<file path="src/rtl/oam_dma_ctrl.sv">
// Sprite DMA engine for $4014 (OAMDMA): stalls the CPU and copies one
// 256-byte CPU page into PPU OAM through the OAMDATA register.

package ppu_defines_pkg;
    typedef enum logic [2:0] {
        PPUCTRL   = 3'd0,
        PPUMASK   = 3'd1,
        PPUSTATUS = 3'd2,
        OAMADDR   = 3'd3,
        OAMDATA   = 3'd4,
        PPUSCROLL = 3'd5,
        PPUADDR   = 3'd6,
        PPUDATA   = 3'd7
    } reg_t;
endpackage

module oam_dma_ctrl
    import ppu_defines_pkg::*;
(
    input  logic        clock,
    input  logic        reset,
    input  logic        clock_en,
    input  logic [15:0] cpu_addr,
    input  logic        cpu_r_en,
    input  logic [7:0]  cpu_w_data,
    input  logic [7:0]  mem_r_data,
    output logic        dma_active,
    output logic        cpu_stall,
    output logic [15:0] dma_addr,
    output logic        dma_r_en,
    output logic        reg_en,
    output reg_t        reg_sel,
    output logic        reg_rw,
    output logic [7:0]  reg_data_wr,
    output logic        dma_done
);

    typedef enum logic [2:0] {
        IDLE  = 3'd0,
        HALT  = 3'd1,
        ALIGN = 3'd2,
        READ  = 3'd3,
        WRITE = 3'd4
    } state_t;

    state_t     state;
    state_t     state_next;
    logic       odd;
    logic [7:0] page;
    logic [7:0] idx;
    logic       trigger;
    logic       last_write;

    assign trigger    = (state == IDLE) && !cpu_r_en && (cpu_addr == 16'h4014);
    assign last_write = (state == WRITE) && (idx == 8'hFF);

    // odd tracks CPU cycle parity so that every READ lands on an even cycle
    always_ff @(posedge clock or posedge reset) begin
        if (reset) begin
            state    <= IDLE;
            odd      <= 1'b0;
            page     <= 8'h00;
            idx      <= 8'h00;
            dma_done <= 1'b0;
        end else if (clock_en) begin
            state    <= state_next;
            odd      <= ~odd;
            dma_done <= last_write;
            if (trigger) begin
                page <= cpu_w_data;
                idx  <= 8'h00;
            end else if ((state == WRITE) && !last_write) begin
                idx <= idx + 8'h01;
            end
        end
    end

    always_comb begin
        state_next  = state;
        cpu_stall   = 1'b0;
        dma_active  = 1'b0;
        dma_addr    = 16'h0000;
        dma_r_en    = 1'b1;
        reg_en      = 1'b0;
        reg_sel     = PPUCTRL;
        reg_rw      = 1'b0;
        reg_data_wr = 8'h00;
        case (state)
            IDLE: begin
                if (trigger)
                    state_next = HALT;
            end
            HALT: begin
                cpu_stall  = 1'b1;
                state_next = odd ? READ : ALIGN;
            end
            ALIGN: begin
                cpu_stall  = 1'b1;
                state_next = READ;
            end
            READ: begin
                cpu_stall  = 1'b1;
                dma_active = 1'b1;
                dma_addr   = {page, idx};
                state_next = WRITE;
            end
            WRITE: begin
                // memory data from the previous READ goes straight to OAMDATA
                cpu_stall   = 1'b1;
                dma_active  = 1'b1;
                reg_en      = 1'b1;
                reg_sel     = OAMDATA;
                reg_rw      = 1'b1;
                reg_data_wr = mem_r_data;
                state_next  = last_write ? IDLE : READ;
            end
            default: state_next = IDLE;
        endcase
    end

endmodule

</file>
<file path="config.mk">
export PLATFORM = sky130hd
export DESIGN_NAME = oam_dma_ctrl
export DESIGN_NICKNAME = d
export VERILOG_FILES = /design/src/rtl/oam_dma_ctrl.sv
export SDC_FILE = /design/constraint.sdc
export NUM_CORES = 1
export LEC_CHECK = 0
export ABC_AREA = 1
export ABC_CLOCK_PERIOD_IN_PS = 1950
export BUFFER_PORTS_ARGS = -buffer_cell sky130_fd_sc_hd__buf_4
export CORE_MARGIN = 2
export CORE_UTILIZATION = 46
export CTS_CLUSTER_SIZE = 16
export DETAILED_ROUTE_END_ITERATION = 10
export HOLD_SLACK_MARGIN = 0.06
export PLACE_DENSITY_LB_ADDON = 0.15
export REMOVE_ABC_BUFFERS = 1
export SYNTH_ARGS = -nofsm -noshare
export SYNTH_HDL_FRONTEND = slang
export SYNTH_SLANG_ARGS = --single-unit
</file>
<file path="constraint.sdc">
create_clock -name clock -period 1.95 [get_ports clock]
set_input_delay 0.2925 -clock clock [delete_from_list [all_inputs] [get_ports clock]]
set_output_delay 0.2925 -clock clock [all_outputs]
set_load 0.01 [all_outputs]
</file>
=== Word level (Yosys, flattened, before mapping) ===
Index checks and enable logic that the tools add are counted.

* Bitwise operators: 1
* Equality and inequality tests: 7
* Reduce and logical (&&, ||, !) cells: 13
* Add/subtract/negate cells: 1
* Muxes and demuxes: 12

{| class="wikitable"
|+ Operators with widths
! kind !! count
|-
| $mux 8 || 3
|-
| $eq 16x15->1 const B || 1
|-
| $mux 16 || 1
|-
| $pmux 3 s5 || 1
|-
| $add 8x1->8 const B || 1
|-
| $eq 8x8->1 const B || 1
|-
| $eq 3x2->1 const B || 2
|-
| $mux 3 || 2
|-
| $reduce_and 2->1 || 3
|-
| $logic_and 1x1->1 || 4
|-
| $mux 1 || 4
|-
| $reduce_or 4->1 || 1
|-
| $eq 3x1->1 const B || 1
|-
| $eq 3x3->1 const B || 1
|-
| $logic_not 3->1 || 1
|-
| $logic_not 1->1 || 2
|-
| $mux 2 || 1
|-
| $ne 2x2->1 const B || 1
|-
| $reduce_bool 2->1 || 1
|-
| $reduce_or 2->1 || 1
|-
| $not 1->1 || 1
|}

* Output and inout bits: 33
* Bits of input ports: 36
* Register bits: 21
* Word-level logic and storage cells: 39

=== Longest topological paths before layout ===
* Depth in word-level cells: 6
* Depth in mapped cells: 9
* Gate-level depth less buffers: 9

=== Least setup slack after synthesis ===
Ideal clock, no wire load.

* Kind: register -> output
* Start: reg state[0]
* End: out dma_active
* Data arrival time: 1.104 ns
* Stages on the path, launching flop included: 4
* Slack: 0.553 ns
* Data required time: 1.657 ns
* Path buffers: 1
* Cells stage by stage: dfrtp_1 -> nand3_1 -> clkbuf_1 -> nand2_1

* Cells in the longest elaborated chain, start to end: 3
* Elaborated cells on any way between the ends: 4
* Those cells by class: 2 x eq/ne; 1 x mux; 1 x reduce/logical

{| class="wikitable"
|+ Ends and longest elaborated chain
! element !! RTL line !! RTL
|-
| start, declared || 46 || <nowiki>state_t state;</nowiki>
|-
| start signal, assigned || 66 || <nowiki>state <= state_next;</nowiki>
|-
| $eq 3x3->1 or $eq 3x2->1 (tied branches) || 88 || <nowiki>case (state)</nowiki>
|-
| $reduce_or 2->1 (no line) * || - ||
|-
| $mux 1 * || 88 ||
|-
| end, declared || 27 || <nowiki>output logic dma_active,</nowiki>
|}

Every way passes the cells marked *; elsewhere a longest branch is shown, timed or not.

=== Worst setup path in the final report ===
* Start: reg state[0]
* End: out dma_addr[2]

* Cells in the longest elaborated chain, start to end: 2

{| class="wikitable"
|+ Ends and longest elaborated chain
! element !! RTL line !! RTL
|-
| $eq 3x2->1 || 88 ||
|-
| $mux 16 || 88 ||
|-
| end, declared || 29 || <nowiki>output logic [15:0] dma_addr,</nowiki>
|}

No other way between the ends.

==> flow_summary.json <==
{
  "rows": 20,
  "antenna_cells": 0,
  "fin_setup_tns_ps": 0,
  "synth_cells": 217,
  "layout_common_cells": "68 x buf_4, 47 x nor2_1, 44 x nand2_1, 34 x inv_1, 21 x dfrtp_1",
  "syn2layout_area_growth_pct": 37.4,
  "grt_pass1_wl_mm": 5.33,
  "insertion_delay_ps": 300,
  "core_area_um2": 3030,
  "vias": 1508,
  "tritoncts": "yes",
  "nets": 319,
  "whs_path_depth": 3,
  "io_buffers": 65,
  "cts_max_path_buffers": 2,
  "path_class": "flip-flop to output pin",
  "crit_start": "state[0]",
  "final_antenna_net_count": 0,
  "cp.arrival_ps": 1460,
  "finalHoldViolCount": 0,
  "yosys.cell_types.count": 25,
  "vdd_drop_max_mv": 0.504,
  "synth.avg_cell_area_um2": 6.71,
  "fin_crit_sh_pct": 89.8,
  "hold_end": "page[3]",
  "ys.warnings.count": 0,
  "leakage_uw": 0.00116,
  "rsz0062_at_grt": "false",
  "status": "finished clean",
  "wl_mm": 3.55,
  "r2r_slack_ps": 260,
  "worstPathMaxFanout": 12,
  "worstHoldStart": "cpu_w_data[3]",
  "slew_viol_final": 0,
  "rr_startpoint": "idx[0]",
  "fin_skew_ps": 4.29,
  "wl_per_cell_um": 10.9,
  "setup_viol": 0,
  "period_minus_slack_ps": 1750,
  "antenna_found_initial": 0,
  "syn_area_um2": 1460,
  "drt_iter0_drc": 64,
  "place_worst_setup_slack_ps": 289,
  "fmaxAchievable_mhz": 571,
  "gp_congestion": 0.778,
  "fp.dieH_um": 60.3,
  "cts_made_buffers": 3,
  "dpl.hpwl_mm": 2.67,
  "worstPathRequired_ps": 1660,
  "critPathCaptureType": "output pin",
  "drive_gt1_share_pct": 32.0,
  "hold_path_class": "primary input to flip-flop",
  "reg2reg_to": "idx[2]",
  "track_usage_pct": 19.5,
  "ys_ff_latch": 21,
  "root_buffer": "clkbuf_4",
  "grt_pass1_vias": 1225,
  "pin_count": 69,
  "overflow": 0,
  "cts_sinks": 21,
  "dieArea_um2": 3630,
  "cts-htree-levels": 1,
  "drt-vias-per-instance": 4.64,
  "worst_hold_slack_ps": 185,
  "p_per_area_nw_per_um2": 777,
  "maxCapViolCount": 0,
  "setup_ws_ps": 199,
  "clk_pin_slew_ps": 120,
  "ys_seq_area_share_pct": 36.1,
  "ff2ff_path_depth": 9,
  "drc": 0,
  "critPathLaunchType": "flip-flop",
  "initial_core_util_pct": 48.1,
  "final_common_cell": "buf_4",
  "grt_max_degree": 22,
  "dr.pass1.iters": 4,
  "die_w_um": 60.3
}
[worst max-delay path: stages (launching register included)]
cell and delay [ps]:
dfrtp_1 500, nand3_2 200, buf_4 230, nor2_1 100, buf_4 130
[cells in the mapped netlist]
master / instances / area (µm²)
buf_4: 5 / 37.5
buf_8: 1 / 15.0
clkbuf_1: 4 / 15.0
conb_1: 2 / 7.51
dfrtp_1: 21 / 526
ha_1: 1 / 12.5
inv_1: 34 / 128
inv_2: 4 / 15.0
nand2_1: 44 / 165
nand2_2: 4 / 25.0
nand3_1: 18 / 90.1
nand3_4: 1 / 17.5
nand3b_1: 1 / 7.51
nand4_1: 8 / 50.1
nand4_2: 1 / 12.5
nor2_1: 47 / 176
nor2_4: 2 / 22.5
nor2_8: 1 / 20.0
nor3_1: 1 / 5.00
o21ai_0: 3 / 15.0
o21ai_1: 6 / 30.0
o21ai_2: 2 / 17.5
o31ai_1: 1 / 7.51
or2_2: 2 / 12.5
xor2_1: 3 / 26.3
[where the power goes]
group	switching (µW)	internal, µW	leakage [µW]	total, µW
clock network	137	76.3	0.0000177	213
logic	413	360	0.000896	772
registers	76.6	492	0.000244	569
[flip-flops by register name, summed over array words and instances, names as in the netlist]
name,count
odd,1
page,8
dma_done,1
state,3
idx,8
[metrics by stage]
stage	area (µm²)	utilization, %	cells	power, µW
6_report	2000	66.1	325	1550
5_1_grt	2000	66.1	325	1670
4_1_cts	2000	65.9	325	1560
3_5_place_dp	1960	64.7	320	1340
3_3_place_gp	1960	64.7	320	1340
2_1_floorplan	1390	-	208	979
[worst max path at each step]
stage / endpoint / slack (ps) / cells past startpoint
floorplan: idx[7] / 410 / 8
global placement: idx[2] / 340 / 9
detailed placement: idx[2] / 290 / 9
CTS: dma_addr[2] / 100 / 4
global route: dma_addr[2] / 90 / 4
finish: dma_addr[2] / 200 / 4
[metal layers]
layer / GRT usage, % / vias to the layer above / part of all wire (%) / wire length (µm)
met5: 0 / - / 0 / 0
met4: 5.71 / 0 / 0.54 / 19
met2: 31.7 / 44 / 48 / 1690
met3: 2.81 / 2 / 6.9 / 245
met1: 26.7 / 677 / 45 / 1600
li1: - / 785 / - / -
[cells by family (layout without fill, tap and decap cells)]
family / Yosys count / after routing / share of synthesized area, %
AND/OR/NAND/NOR: 130 / 130 / 41.5
buffers and inverters: 48 / 111 / 14.4
flip-flops: 21 / 21 / 36.1
AO/OA/AOI/OAI: 12 / 12 / 4.81
XOR/XNOR: 3 / 3 / 1.80
other: 2 / 3 / 0.516
adder cells (fa/ha/maj): 1 / 1 / 0.859
[area by class of cell]
type | count | area, µm²
tap | 44 | 55.1
clock inverter | 1 | 5.00
multi-input combinational | 149 | 729
inverter | 38 | 143
clock buffer | 3 | 22.5
timing repair buffer | 69 | 520
fill | 282 | 1030
sequential | 21 | 526
[timing repair]
| item | CTS | global route |
|---|---|---|
| hold endpoints to repair | 21 | 0 |
| endpoints found under the setup margin | 0 | 4 |
| buffers inserted | 0 | 0 |
| hold buffers | 1 | 0 |
| gates resized for setup | 0 | 1 |
Power figures use the tool's default switching activity.
